$ cat src/rtl/quad_pkg.sv
// quad_pkg - quadrature state encodings, direction constants and up-sequence helper.
package quad_pkg;

  localparam logic [1:0] Q00 = 2'b00;
  localparam logic [1:0] Q10 = 2'b10;
  localparam logic [1:0] Q11 = 2'b11;
  localparam logic [1:0] Q01 = 2'b01;

  localparam logic DIR_UP   = 1'b1;
  localparam logic DIR_DOWN = 1'b0;

  // Successor of an {A,B} state when the encoder turns in the up direction.
  function automatic logic [1:0] quad_next_up(input logic [1:0] state);
    logic [1:0] nxt;
    case (state)
      Q00:     nxt = Q10;
      Q10:     nxt = Q11;
      Q11:     nxt = Q01;
      default: nxt = Q00;
    endcase
    return nxt;
  endfunction

endpackage

$ cat src/rtl/quad_input_filter.sv
// quad_input_filter - 2-flop synchroniser plus stability counter producing an accept strobe.
module quad_input_filter #(
  parameter int FILTER = 2
) (
  input  logic       clk,
  input  logic       reset,
  input  logic [1:0] pins,
  input  logic       primed,
  output logic [1:0] state,
  output logic [1:0] new_val,
  output logic       accept
);

  localparam int CW = (FILTER < 1) ? 1 : $clog2(FILTER + 1);
  localparam logic [CW-1:0] FMAX = CW'(FILTER);

  logic [1:0]    sync1_q, sync1_d;
  logic [1:0]    sync2_q, sync2_d;
  logic [1:0]    cand_q, cand_d;
  logic [1:0]    state_q, state_d;
  logic [CW-1:0] cnt_q, cnt_d;
  logic [1:0]    warm_q, warm_d;
  logic          hold_q, hold_d;
  logic [CW-1:0] run;
  logic          warm;

  always_comb begin
    sync1_d = pins;
    sync2_d = sync1_q;
    cand_d  = sync2_q;
    warm    = (warm_q == 2'd2);
    warm_d  = warm ? warm_q : warm_q + 2'd1;
    if (sync2_q != cand_q) begin
      run = CW'(1);
    end else if (cnt_q == FMAX) begin
      run = cnt_q;
    end else begin
      run = cnt_q + CW'(1);
    end
    // Until primed, the first stable level is accepted even if it equals the reset state.
    accept  = warm && !hold_q && (run == FMAX) && ((sync2_q != state_q) || !primed);
    // The cycle after an accept does not count, keeping accepts at least FILTER+1 apart.
    cnt_d   = (warm && !hold_q && !accept) ? run : '0;
    hold_d  = accept;
    state_d = accept ? sync2_q : state_q;
  end

  always_ff @(posedge clk or negedge reset) begin
    if (!reset) begin
      sync1_q <= '0;
      sync2_q <= '0;
      cand_q  <= '0;
      state_q <= '0;
      cnt_q   <= '0;
      warm_q  <= '0;
      hold_q  <= 1'b0;
    end else begin
      sync1_q <= sync1_d;
      sync2_q <= sync2_d;
      cand_q  <= cand_d;
      state_q <= state_d;
      cnt_q   <= cnt_d;
      warm_q  <= warm_d;
      hold_q  <= hold_d;
    end
  end

  assign state   = state_q;
  assign new_val = sync2_q;

endmodule

$ cat src/rtl/quadrature_decoder.sv
// quadrature_decoder - A/B quadrature to step/dir pulses with wrapping position and sticky error.
module quadrature_decoder
  import quad_pkg::*;
#(
  parameter int WIDTH  = 4,
  parameter int FILTER = 2
) (
  input  logic             clk,
  input  logic             reset,
  input  logic             enc_a,
  input  logic             enc_b,
  input  logic             clear,
  output logic [WIDTH-1:0] pos,
  output logic             step,
  output logic             dir,
  output logic             err
);

  logic [WIDTH-1:0] pos_q, pos_d;
  logic             step_q, step_d;
  logic             dir_q, dir_d;
  logic             err_q, err_d;
  logic             primed_q, primed_d;
  logic [1:0]       old_state;
  logic [1:0]       new_state;
  logic             accept;

  quad_input_filter #(.FILTER(FILTER)) u_filter (
    .clk     (clk),
    .reset   (reset),
    .pins    ({enc_a, enc_b}),
    .primed  (primed_q),
    .state   (old_state),
    .new_val (new_state),
    .accept  (accept)
  );

  always_comb begin
    pos_d    = pos_q;
    step_d   = 1'b0;
    dir_d    = dir_q;
    err_d    = err_q;
    primed_d = primed_q;
    if (accept) begin
      if (!primed_q) begin
        primed_d = 1'b1;
      end else if ((old_state ^ new_state) == 2'b11) begin
        err_d = 1'b1;
      end else if (quad_next_up(old_state) == new_state) begin
        pos_d  = pos_q + WIDTH'(1);
        dir_d  = DIR_UP;
        step_d = 1'b1;
      end else begin
        pos_d  = pos_q - WIDTH'(1);
        dir_d  = DIR_DOWN;
        step_d = 1'b1;
      end
    end
    if (clear) begin
      pos_d  = '0;
      err_d  = 1'b0;
      step_d = 1'b0;
    end
  end

  always_ff @(posedge clk or negedge reset) begin
    if (!reset) begin
      pos_q    <= '0;
      step_q   <= 1'b0;
      dir_q    <= 1'b0;
      err_q    <= 1'b0;
      primed_q <= 1'b0;
    end else begin
      pos_q    <= pos_d;
      step_q   <= step_d;
      dir_q    <= dir_d;
      err_q    <= err_d;
      primed_q <= primed_d;
    end
  end

  assign pos  = pos_q;
  assign step = step_q;
  assign dir  = dir_q;
  assign err  = err_q;

endmodule

$ cat config.mk
export PLATFORM = sky130hd
export DESIGN_NAME = quadrature_decoder
export DESIGN_NICKNAME = d
export VERILOG_FILES = /design/src/rtl/quad_pkg.sv /design/src/rtl/quad_input_filter.sv /design/src/rtl/quadrature_decoder.sv
export SDC_FILE = /design/constraint.sdc
export NUM_CORES = 1
export LEC_CHECK = 0
export CAP_MARGIN = 5
export CORE_MARGIN = 2
export CORE_UTILIZATION = 52
export DETAILED_ROUTE_END_ITERATION = 16
export PLACE_DENSITY_LB_ADDON = 0.1
export REMOVE_ABC_BUFFERS = 1
export SETUP_SLACK_MARGIN = 0.15
export SYNTH_ARGS = -nofsm -noshare
export SYNTH_HDL_FRONTEND = slang
export SYNTH_HIERARCHICAL = 1
export SYNTH_SLANG_ARGS = --single-unit
$ cat constraint.sdc
create_clock -name clk -period 2.8 [get_ports clk]
set_input_delay 0.56 -clock clk [delete_from_list [all_inputs] [get_ports clk]]
set_output_delay 0.56 -clock clk [all_outputs]
set_load 0.02 [all_outputs]
# Word level (Yosys, flattened, before mapping)
# Cells that the tools add are included.
[classes] addsub=4 n_eq_ne=10 mux=21 bitwise=2 reduce_logical=15
[ops] op="2-to-1 mux 4 bit" n=5
[ops] op="equality test 2 bit (second input constant)" n=6
[ops] op="2-to-1 mux 2 bit" n=6
[ops] op="2-to-1 mux 1 bit" n=9
[ops] op="AND reduction 3 bit" n=3
[ops] op="one-hot mux 2 bit (3 select lines)" n=1
[ops] op="nonzero test 2 bit" n=3
[ops] op="adder 2 x 1 -> 2 bit (second input constant)" n=2
[ops] op="adder 4 x 1 -> 4 bit (second input constant)" n=1
[ops] op="logical AND 1 bit" n=4
[ops] op="inequality test 2 bit" n=2
[ops] op="subtractor 4 x 1 -> 4 bit (second input constant)" n=1
[ops] op="zero test 1 bit" n=3
[ops] op="equality test 2 bit" n=1
[ops] op="zero test 2 bit" n=1
[ops] op="inequality test 2 bit (second input constant)" n=1
[ops] op="bitwise XOR 2 bit" n=1
[ops] op="logical OR 1 bit" n=1
[ops] op="inverter 1 bit" n=1
[word_totals] ff_bits=21 in_bits=5 out_inout_bits=7 elab_cells=64

# Logic depth before layout (Yosys ltp)
# Gate-level depths: netlist of the first run.
[logic_depth] word_depth=13 depth_mapped=8 depth_no_buf=8

# Hierarchy
# The synthesis of the first run kept the hierarchy.
[modules_own_cells] module="quad_input_filter" instances=1 cells_each=36 area_each_um2=495.5 seq_area_each_um2=325.3
[modules_own_cells] module="quadrature_decoder" instances=1 cells_each=43 area_each_um2=465.4 seq_area_each_um2=200.2

# Worst setup path before layout of the first run
# OpenSTA, ideal clock, no wires.
[synth_timing] kind="flip-flop to flip-flop" from="reg u_filter.sync2_q[0] (netlist: u_filter/new_val[0])" to="reg pos_q[3] (netlist: pos[3])" setup_time_ns=0.125 arrival_ns=2.097 required_time_ns=2.675 slack_ns=0.578 path_stages_with_launch=9 path_buffers=0 synth_period_minus_slack_ns=2.222 path_cell_list="dfrtp_1 -> xnor2_1 -> and2_1 -> inv_1 -> ha_1 -> and3_1 -> a211o_1 -> a21oi_2 -> mux2_4"
[synth_between] elab_chain_cells=7 elab_cells_between_ends=18 classes_between="eq/ne (6); mux (6); bitwise (1); reduce/logical (5)"
[synth_rtl] item="start: declaration" line="quad_input_filter.sv:18" text="logic [1:0] sync2_q, sync2_d;"
[synth_rtl] item="start signal: assignment" line="quad_input_filter.sv:59" text="sync2_q <= sync2_d;"
[synth_rtl] item="inequality test 2 bit" line="quad_input_filter.sv:33" text="if (sync2_q != cand_q) begin"
[synth_rtl] item="2-to-1 mux 2 bit" line="quad_input_filter.sv:33"
[synth_rtl] item="equality test 2 bit" line="quad_input_filter.sv:41" text="accept = warm && !hold_q && (run == FMAX) && ((sync2_q != state_q) || !primed);"
[synth_rtl] item="logical AND 1 bit (2 in a row)" line="quad_input_filter.sv:41"
[synth_rtl] item="nonzero test 2 bit (no line)"
[synth_rtl] item="AND reduction 3 bit (no line)"
[synth_rtl] item="end signal: assignment" line="quadrature_decoder.sv:74" text="pos_q <= pos_d;"
[synth_rtl] item="end: declaration" line="quadrature_decoder.sv:19" text="logic [WIDTH-1:0] pos_q, pos_d;"
# Parallel ways exist; a longest one is shown, timed or not. The select of a mux whose other input is x is not followed.
# A chain may end at the register's enable or synchronous reset.

# Worst setup path after layout of the first run
[layout_timing] from="reg u_filter.sync2_q[1] (netlist: u_filter/new_val[1])" to="reg pos_q[3] (netlist: pos[3])"
# The elaborated chain is that of the path after synthesis.

==> flow_summary.ini, run 1 <==
[status]
status = finished clean

[route]
vias = 581
dr.pass1.iters = 4
top_layer_used = met3
wl_um = 1430
ant_nets = 0
met3WireLength_um = 37
wl_met2_um = 666
via_per_inst = 4.84
drc = 0
dr.first_iter.drc_count = 5
met1_length_um = 724
wl_per_cell_um = 11.9

[layout]
antennaDiodeCount = 0
drive_gt1_share_pct = 10.5
multi_input_area_um2 = 413
syn2layout_area_growth_pct = 18.4
final_area_um2 = 1140
final_util_pct = 65.9
ff_latch_area_um2 = 526
fillCellCount = 158
nets = 106

[die]
die_h_um = 47.0
start_util_pct = 55.7
io_pins = 12
die_w_um = 47.0
core_area_um2 = 1730
dieArea_um2 = 2210
fp-row-count = 15

[synth]
synthCells = 79
synthAdderAreaFrac_pct = 7.29
yosys.area_share.simple_pct = 10.8
synth_top_family_by_area = simple AND/OR/NAND/NOR gates
synth_cell_types = 28
yosysSeqAreaShare_pct = 54.7
synth_xor_area_share_pct = 10.0
ys_seq_elements = 21
yosysWarnings = 6
netlist_top_cells_area = dfrtp_1 55%, xnor2_1 9.1%, ha_1 5.2%, inv_1 2.3%, mux2_1 2.3%
yosysMostFrequentCell = dfrtp_1
postSynth.asyncResetShare_pct = 100
avgSynthCellArea_um2 = 12.2
netlist_area_um2 = 961
yosys-mux-area-fraction_pct = 4.95
synth_top_cells_by_count = 21 x dfrtp_1, 10 x xnor2_1, 6 x inv_1, 6 x nor2_1, 5 x nand2_1
synth-edff-count = 0
yosys.area.top_type = dfrtp_1
synth_compound_area_share_pct = 9.90
yosys.area.top_type_share_pct = 54.7
synthFlopType = dfrtp_1

[setup_path]
crit_path_start_kind = flop
critical_path_class = flop to flop
cp-end-kind = flop
crit_arrival_ns = 2.61
critPathMaxFanout = 6
cp_data_required_time_ns = 3.00

[placement]
routabilityCongestion = 0.788
dpl-instance-area_um2 = 1110
dp_hpwl_um = 1100
portBuffers = 11

[cts]
path_clk_slew_ns = 0.11
htreeDepth = 1
post_cts_buffers = 0
root_buffer = clkbuf_4
clockBufferDepth = 2
cts_hold_buf = 0
insertion_delay_ns = 0.30
numClockSinks = 21
post_cts_resized = 0
cts_tree = built
cts_buffers = 3

[sta]
period_share_pct = 86.4
fmax_ghz = 0.413
tightestPinTransition_ns = 0.457
fin_crit_ns = 2.42
finalMaxSlewViolations = 0
finalHoldViolations = 0
clock_skew_ns = 0.00169
timing.setup.tns_ns = 0
rsz0062_at_grt = no
max_slew_margin_pct = 69.4
final-setup-viol-count = 0
holdWs_ns = 0.376

[grt]
grt-ovfl-total = 0
grtUsageTotal_pct = 16.1
antenna_found_initial = 0
first_global_vias = 577
grt_max_degree = 22
grt_pass1_wl_um = 2470

[power]
switchingPower_mw = 0.347
vdd_drop_max_v = 0.000446
p_int_mw = 0.606
seq_power_share_pct = 42.8
power.share.switching_pct = 36.4
pwr-share-clk_pct = 14.9
leakage_nw = 0.511
p_comb_share_pct = 42.3
powerDensity_nw_per_um2 = 837
p_total_mw = 0.952

[worst_hold_path]
holdCritPathClass = flop to flop

[job]
maxCapViolations = 0
power groups by stage:
stage	Clock, mW	Sequential, mW	Combinational, mW
after global placement	0	0.413	0.391
after global routing	0.160	0.420	0.455
after floorplan	0	0.434	0.267
final	0.142	0.408	0.402
after detailed placement	0	0.414	0.400
after CTS	0.150	0.409	0.404
per-layer routing:
layer	vias to the layer above	GRT usage (%)
met1	279	22.0
li1	294	-
met5	-	0
met3	0	3.46
met2	8	24.9
met4	0	6.67
critical path, stage by stage (launching register included):
cell	delay, ns
dfrtp_1	0.48
xor2_1	0.27
and2_1	0.21
inv_1	0.09
ha_1	0.32
and3_1	0.21
a211o_1	0.28
a21oi_2	0.16
mux2_4	0.30
path summary, 6_finish.rpt:
path                                     start                  end  slack (ns)  depth (start not counted)
setup / recovery           u_filter/new_val[1]               pos[3]        0.38                          8
hold / removal             u_filter/sync1_q[1]  u_filter/new_val[1]        0.38                          0
setup reg to reg           u_filter/new_val[1]               pos[3]        0.38                          8
hold reg to reg            u_filter/sync1_q[1]  u_filter/new_val[1]        0.38                          0
max in group asynchronous                reset    u_filter/state[1]        2.01                          2
min in group asynchronous                reset                  dir        0.58                          2
through the flow:
step / worst slack (ns) / cells
detailed placement: 0.402 / 116
CTS: 0.375 / 120
global placement: 0.460 / 116
finish: 0.382 / 120
floorplan: 0.578 / 79
global route: 0.265 / 120
state kept, by name (all words and copies together) (netlist names), 2 cells and up:
register / flops
u_filter/warm_q: 2
u_filter/state: 2
u_filter/sync1_q: 2
u_filter/cand_q: 2
pos: 4
u_filter/cnt_q: 2
u_filter/new_val: 2
kinds of logic after synthesis:
family,Yosys count
AO/OA/AOI/OAI,12
multiplexers,4
XOR/XNOR,11
flip-flops,21
AND/OR/NAND/NOR,20
adder cells (fa/ha/maj),5
buffers and inverters,6
placed cells by master, fill, tap and decap left out, types with 2 or more instances in the layout:
cell             instances
xnor2_1                 10
ha_1                     4
o21ai_0                  2
inv_1                    6
nor2_1                   6
nor2b_1                  2
clkbuf_4                 3
nand2_1                  5
dfrtp_1                 21
a31oi_1                  3
mux2_1                   2
clkdlybuf4s50_1         11
final cells by class:
class / instances / share of cell area [%]
clock buffers: 3 / 1.98
clock inverters: 1 / 0.440
inverters: 6 / 1.98
multi-input cells: 52 / 36.3
flip-flops and latches: 21 / 46.2
well taps: 25 / 2.75
repair buffers: 12 / 10.3
Note: power is estimated with default switching activity, not from simulation.
==> run 2, diff against run 1 <==
--- a/config.mk
+++ b/config.mk
@@ -7,8 +7,9 @@
 export LEC_CHECK = 0
 export CAP_MARGIN = 5
 export CORE_MARGIN = 2
-export CORE_UTILIZATION = 52
+export CORE_UTILIZATION = 50
 export DETAILED_ROUTE_END_ITERATION = 16
+export HOLD_SLACK_MARGIN = 0.12
 export PLACE_DENSITY_LB_ADDON = 0.1
 export REMOVE_ABC_BUFFERS = 1
 export SETUP_SLACK_MARGIN = 0.15
==> flow_summary.ini, run 2 (same netlist as run 1, synthesis figures left out) <==
[layout]
fillCellCount = 157
drive_gt1_share_pct = 10.5
layout.cells.most_common = dfrtp_1
antennaDiodeCount = 0
syn2layout_area_growth_pct = 18.4
largest_register_ffs = 4
nets = 106
layout_common_cells = 21 x dfrtp_1, 11 x clkdlybuf4s50_1, 10 x xnor2_1

[power]
power.share.switching_pct = 36.0
pwr-share-clk_pct = 14.9
leakage_nw = 0.511
seq_power_share_pct = 43.2
p_comb_share_pct = 41.9
p_total_mw = 0.945
vdd_drop_max_v = 0.000478
powerDensity_nw_per_um2 = 831
switchingPower_mw = 0.340
p_int_mw = 0.605

[worst_hold_path]
holdCritPathClass = flop to flop
min_path_cells = 0
worstHoldEndpoint = u_filter/new_val[0]
min_from = u_filter/sync1_q[0]

[route]
met3WireLength_um = 43
drc = 0
via_per_inst = 5.03
wl_per_cell_um = 11.9
vias = 603
dr.first_iter.drc_count = 8
wl_um = 1430
wl_met2_um = 661
met1_length_um = 671
ant_nets = 0
top_layer_used = met4
dr.pass1.iters = 4

[setup_path]
critical_path_class = flop to flop
crit_arrival_ns = 2.62
critPathMaxStageDelay_ns = 0.48
cp-end-kind = flop
r2r_end = pos[3]
crit_path_start_kind = flop
regToRegSetupSlack_ns = 0.38
r2r_start = u_filter/new_val[0]
path_cells = xnor2_1 > and2_1 > inv_1 > ha_1 > and3_1 > a211o_1 > a21oi_2 > mux2_4
r2r.worst_path.cells = 8
worst_path_max_delay_cell = dfrtp_1
cp_data_required_time_ns = 3.00
critPathMaxFanout = 6

[cts]
root_buffer = clkbuf_4
cts_buffers = 3
post_cts_resized = 0
cts_hold_buf = 0
post_cts_buffers = 0
clockBufferDepth = 2
htreeDepth = 1
cts_tree = built
numClockSinks = 21
path_clk_slew_ns = 0.11
insertion_delay_ns = 0.30

[sta]
finalMaxSlewViolations = 0
tightestPinTransition_ns = 0.491
finalHoldViolations = 0
period_share_pct = 86.6
final-setup-viol-count = 0
timing.setup.tns_ns = 0
fmax_ghz = 0.412
fin_crit_ns = 2.42
max_slew_margin_pct = 67.1
clock_skew_ns = 0.000795
rsz0062_at_grt = no

[die]
start_util_pct = 54.5
io_pins = 12
fp-row-count = 15
die_w_um = 47.8
dieArea_um2 = 2290
die_h_um = 47.8
core_area_um2 = 1760

[placement]
routabilityCongestion = 0.782
dp_hpwl_um = 1100
portBuffers = 11

[grt]
grt-ovfl-total = 0
grt_max_degree = 22
first_global_vias = 555
grtUsageTotal_pct = 15.5
antenna_found_initial = 0
grt_pass1_wl_um = 2350

[status]
status = finished clean

[job]
maxCapViolations = 0
==> run 2: cell counts in the layout (fill, tap and decap cells not counted) <==
Identical to the previous run, type by type.
==> run 2: stage by stage <==
stage	hold slack (ns)	setup slack (ns)	std cells	area, um2	utilization [%]
after floorplan	0.264	0.578	79	961	-
after global placement	0.333	0.452	116	1110	62.9
after detailed placement	0.350	0.384	116	1110	62.9
after CTS	0.376	0.375	120	1140	64.5
after global routing	0.378	0.217	120	1140	64.5
final	0.374	0.375	120	1140	64.5
==> run 2: worst max-delay path: cells and delay by family (launching register included) <==
kind | cells | cell delay (ns)
buffers and inverters | 1 | 0.08
xor gates and xnor gates | 1 | 0.27
and+or+nand+nor | 2 | 0.42
adders and majority gates | 1 | 0.32
muxes | 1 | 0.30
AOI/OAI and AO/OA | 2 | 0.44
DFF | 1 | 0.48
==> run 2: layout make-up <==
cell class / count / area (um2) / area share, %
sequential: 21 / 526 / 46.2
clock inverter: 1 / 5.00 / 0.440
multi-input combinational: 52 / 413 / 36.3
clock buffer: 3 / 22.5 / 1.98
timing repair buffer: 12 / 118 / 10.3
inverter: 6 / 22.5 / 1.98
tap: 25 / 31.3 / 2.75
==> run 2: worst max-delay path by stage <==
| stage | cells after the start | slack (ns) | startpoint | end |
|---|---|---|---|---|
| 6_report | 8 | 0.38 | u_filter/new_val[0] | pos[3] |
| 5_1_grt | 8 | 0.22 | u_filter/new_val[0] | pos[3] |
| 4_1_cts | 8 | 0.38 | u_filter/new_val[0] | pos[3] |
| 3_5_place_dp | 8 | 0.38 | u_filter/new_val[0] | pos[3] |
| 3_3_place_gp | 8 | 0.45 | u_filter/new_val[0] | pos[3] |
| 2_1_floorplan | 8 | 0.58 | u_filter/new_val[0] | pos[3] |
==> run 2: routing by layer <==
layer	GRT usage [%]	vias to the layer above
met5	0	-
met4	10.8	0
met3	3.77	6
met2	24.8	12
met1	18.3	288
li1	-	297
==> run 2: power groups by stage <==
stage          Combinational (mW)  Clock, mW  Sequential (mW)
6_report                    0.396      0.141            0.408
5_1_grt                     0.445      0.158            0.416
2_1_floorplan               0.267          0            0.434
3_3_place_gp                0.392          0            0.413
4_1_cts                     0.400      0.150            0.409
3_5_place_dp                0.398          0            0.415
==> run 3, diff against run 2 <==
==> constraint.sdc (replaced) <==
create_clock -name clk -period 2.8 [get_ports clk]
set_input_delay 0.28 -clock clk [delete_from_list [all_inputs] [get_ports clk]]
set_output_delay 0.28 -clock clk [all_outputs]
set_load 0.02 [all_outputs]
==> flow_summary.ini, run 3 (same netlist as run 1, synthesis figures left out) <==
[status]
status = finished clean

[layout]
antennaDiodeCount = 0
finalNonFillerCells = 119
drive_gt1_share_pct = 9.57
final_util_pct = 64.0
layout.cells.most_common = dfrtp_1
layout_common_cells = 21 x dfrtp_1, 11 x clkdlybuf4s50_1, 10 x xnor2_1
nets = 105
syn2layout_area_growth_pct = 17.6
largest_register_ffs = 4

[job]
maxCapViolations = 0

[setup_path]
worst_path_max_delay_cell = dfrtp_1
critPathMaxFanout = 6
crit_arrival_ns = 2.66
critPathMaxStageDelay_ns = 0.49
path_cells = xnor2_1 > and2_1 > inv_1 > ha_1 > and3_1 > a211o_1 > a21oi_2 > mux2_4
critical_path_class = flop to flop
crit_path_start_kind = flop
cp_data_required_time_ns = 2.99
cp-end-kind = flop

[cts]
cts_buffers = 3
post_cts_buffers = 0
path_clk_slew_ns = 0.11
root_buffer = clkbuf_4
htreeDepth = 1
insertion_delay_ns = 0.29
cts_tree = built
cts_hold_buf = 0
numClockSinks = 21
clockBufferDepth = 2
post_cts_resized = 0

[grt]
antenna_found_initial = 0
grt-ovfl-total = 0
grt_pass1_wl_um = 2540
first_global_vias = 571
grt_max_degree = 22
grtUsageTotal_pct = 16.7

[sta]
timing.setup.tns_ns = 0
holdWs_ns = 0.362
rsz0062_at_grt = no
worst_slack_ns = 0.330
fin_crit_ns = 2.47
max_slew_margin_pct = 40.8
finalHoldViolations = 0
clock_skew_ns = 0.00146
tightestPinTransition_ns = 0.886
fmax_ghz = 0.405
period_share_pct = 88.2
final-setup-viol-count = 0
finalMaxSlewViolations = 0

[route]
dr.pass1.iters = 2
wl_um = 1460
wl_per_cell_um = 12.2
dr.first_iter.drc_count = 8
drc = 0
ant_nets = 0
vias = 579
via_per_inst = 4.87

[placement]
place_ws_ns = 0.357
portBuffers = 11
routabilityCongestion = 0.779
dp_hpwl_um = 1110
dp_cells = 115

[power]
leakage_nw = 0.506
powerDensity_nw_per_um2 = 836
vdd_drop_max_v = 0.000521

[die]
start_util_pct = 54.5
dieArea_um2 = 2290
fp-row-count = 15
die_w_um = 47.8
core_area_um2 = 1760
io_pins = 12
die_h_um = 47.8

[worst_hold_path]
holdCritPathClass = flop to flop
-- run 3: cell types whose count changed in the layout (fill, tap and decap cells not counted), sizes merged --
| cell | change |
|---|---|
| buf | -1 |
-- run 3: path summary, 6_finish.rpt --
path	from	end	slack [ns]	depth (start not counted)
worst min-delay path	u_filter/sync1_q[1]	u_filter/new_val[1]	0.36	0
min in group asynchronous	reset	dir	0.48	1
max in group asynchronous	reset	u_filter/state[0]	1.79	1
worst min register to register	u_filter/sync1_q[1]	u_filter/new_val[1]	0.36	0
worst max register to register	u_filter/new_val[0]	pos[3]	0.33	8
worst max-delay path	u_filter/new_val[0]	pos[3]	0.33	8
-- run 3: where the power goes --
group          switching, mW  internal, mW
Sequential            0.0478         0.359
Clock                 0.0867        0.0531
Combinational          0.206         0.193
-- run 3: per-stage QoR --
step                power (mW)  instance area (um2)
floorplan                0.702                  961
global placement         0.804                 1100
detailed placement       0.813                 1100
CTS                      0.961                 1130
global route              1.02                 1130
finish                   0.945                 1130
-- run 3: layout make-up --
cell class / instances / area [um2]
sequential: 21 / 526
inverter: 6 / 22.5
multi-input combinational: 52 / 413
fill: 153 / 634
timing repair buffer: 11 / 110
clock inverter: 1 / 5.00
tap: 25 / 31.3
clock buffer: 3 / 22.5
-- run 3: critical path: cells and delay by family (launching register included) --
| family | cells | cell delay (ns) |
|---|---|---|
| muxes | 1 | 0.31 |
| and+or+nand+nor | 2 | 0.42 |
| adders and majority gates | 1 | 0.31 |
| xor gates and xnor gates | 1 | 0.28 |
| AOI/OAI and AO/OA | 2 | 0.48 |
| DFF | 1 | 0.49 |
| buffers and inverters | 1 | 0.08 |
-- run 3: routing by layer --
layer	vias to the layer above	routed length [um]	GRT usage [%]
met1	271	721	21.9
met4	0	18	8.11
met3	2	35	3.40
met5	-	0	0
met2	8	681	26.1
li1	298	-	-
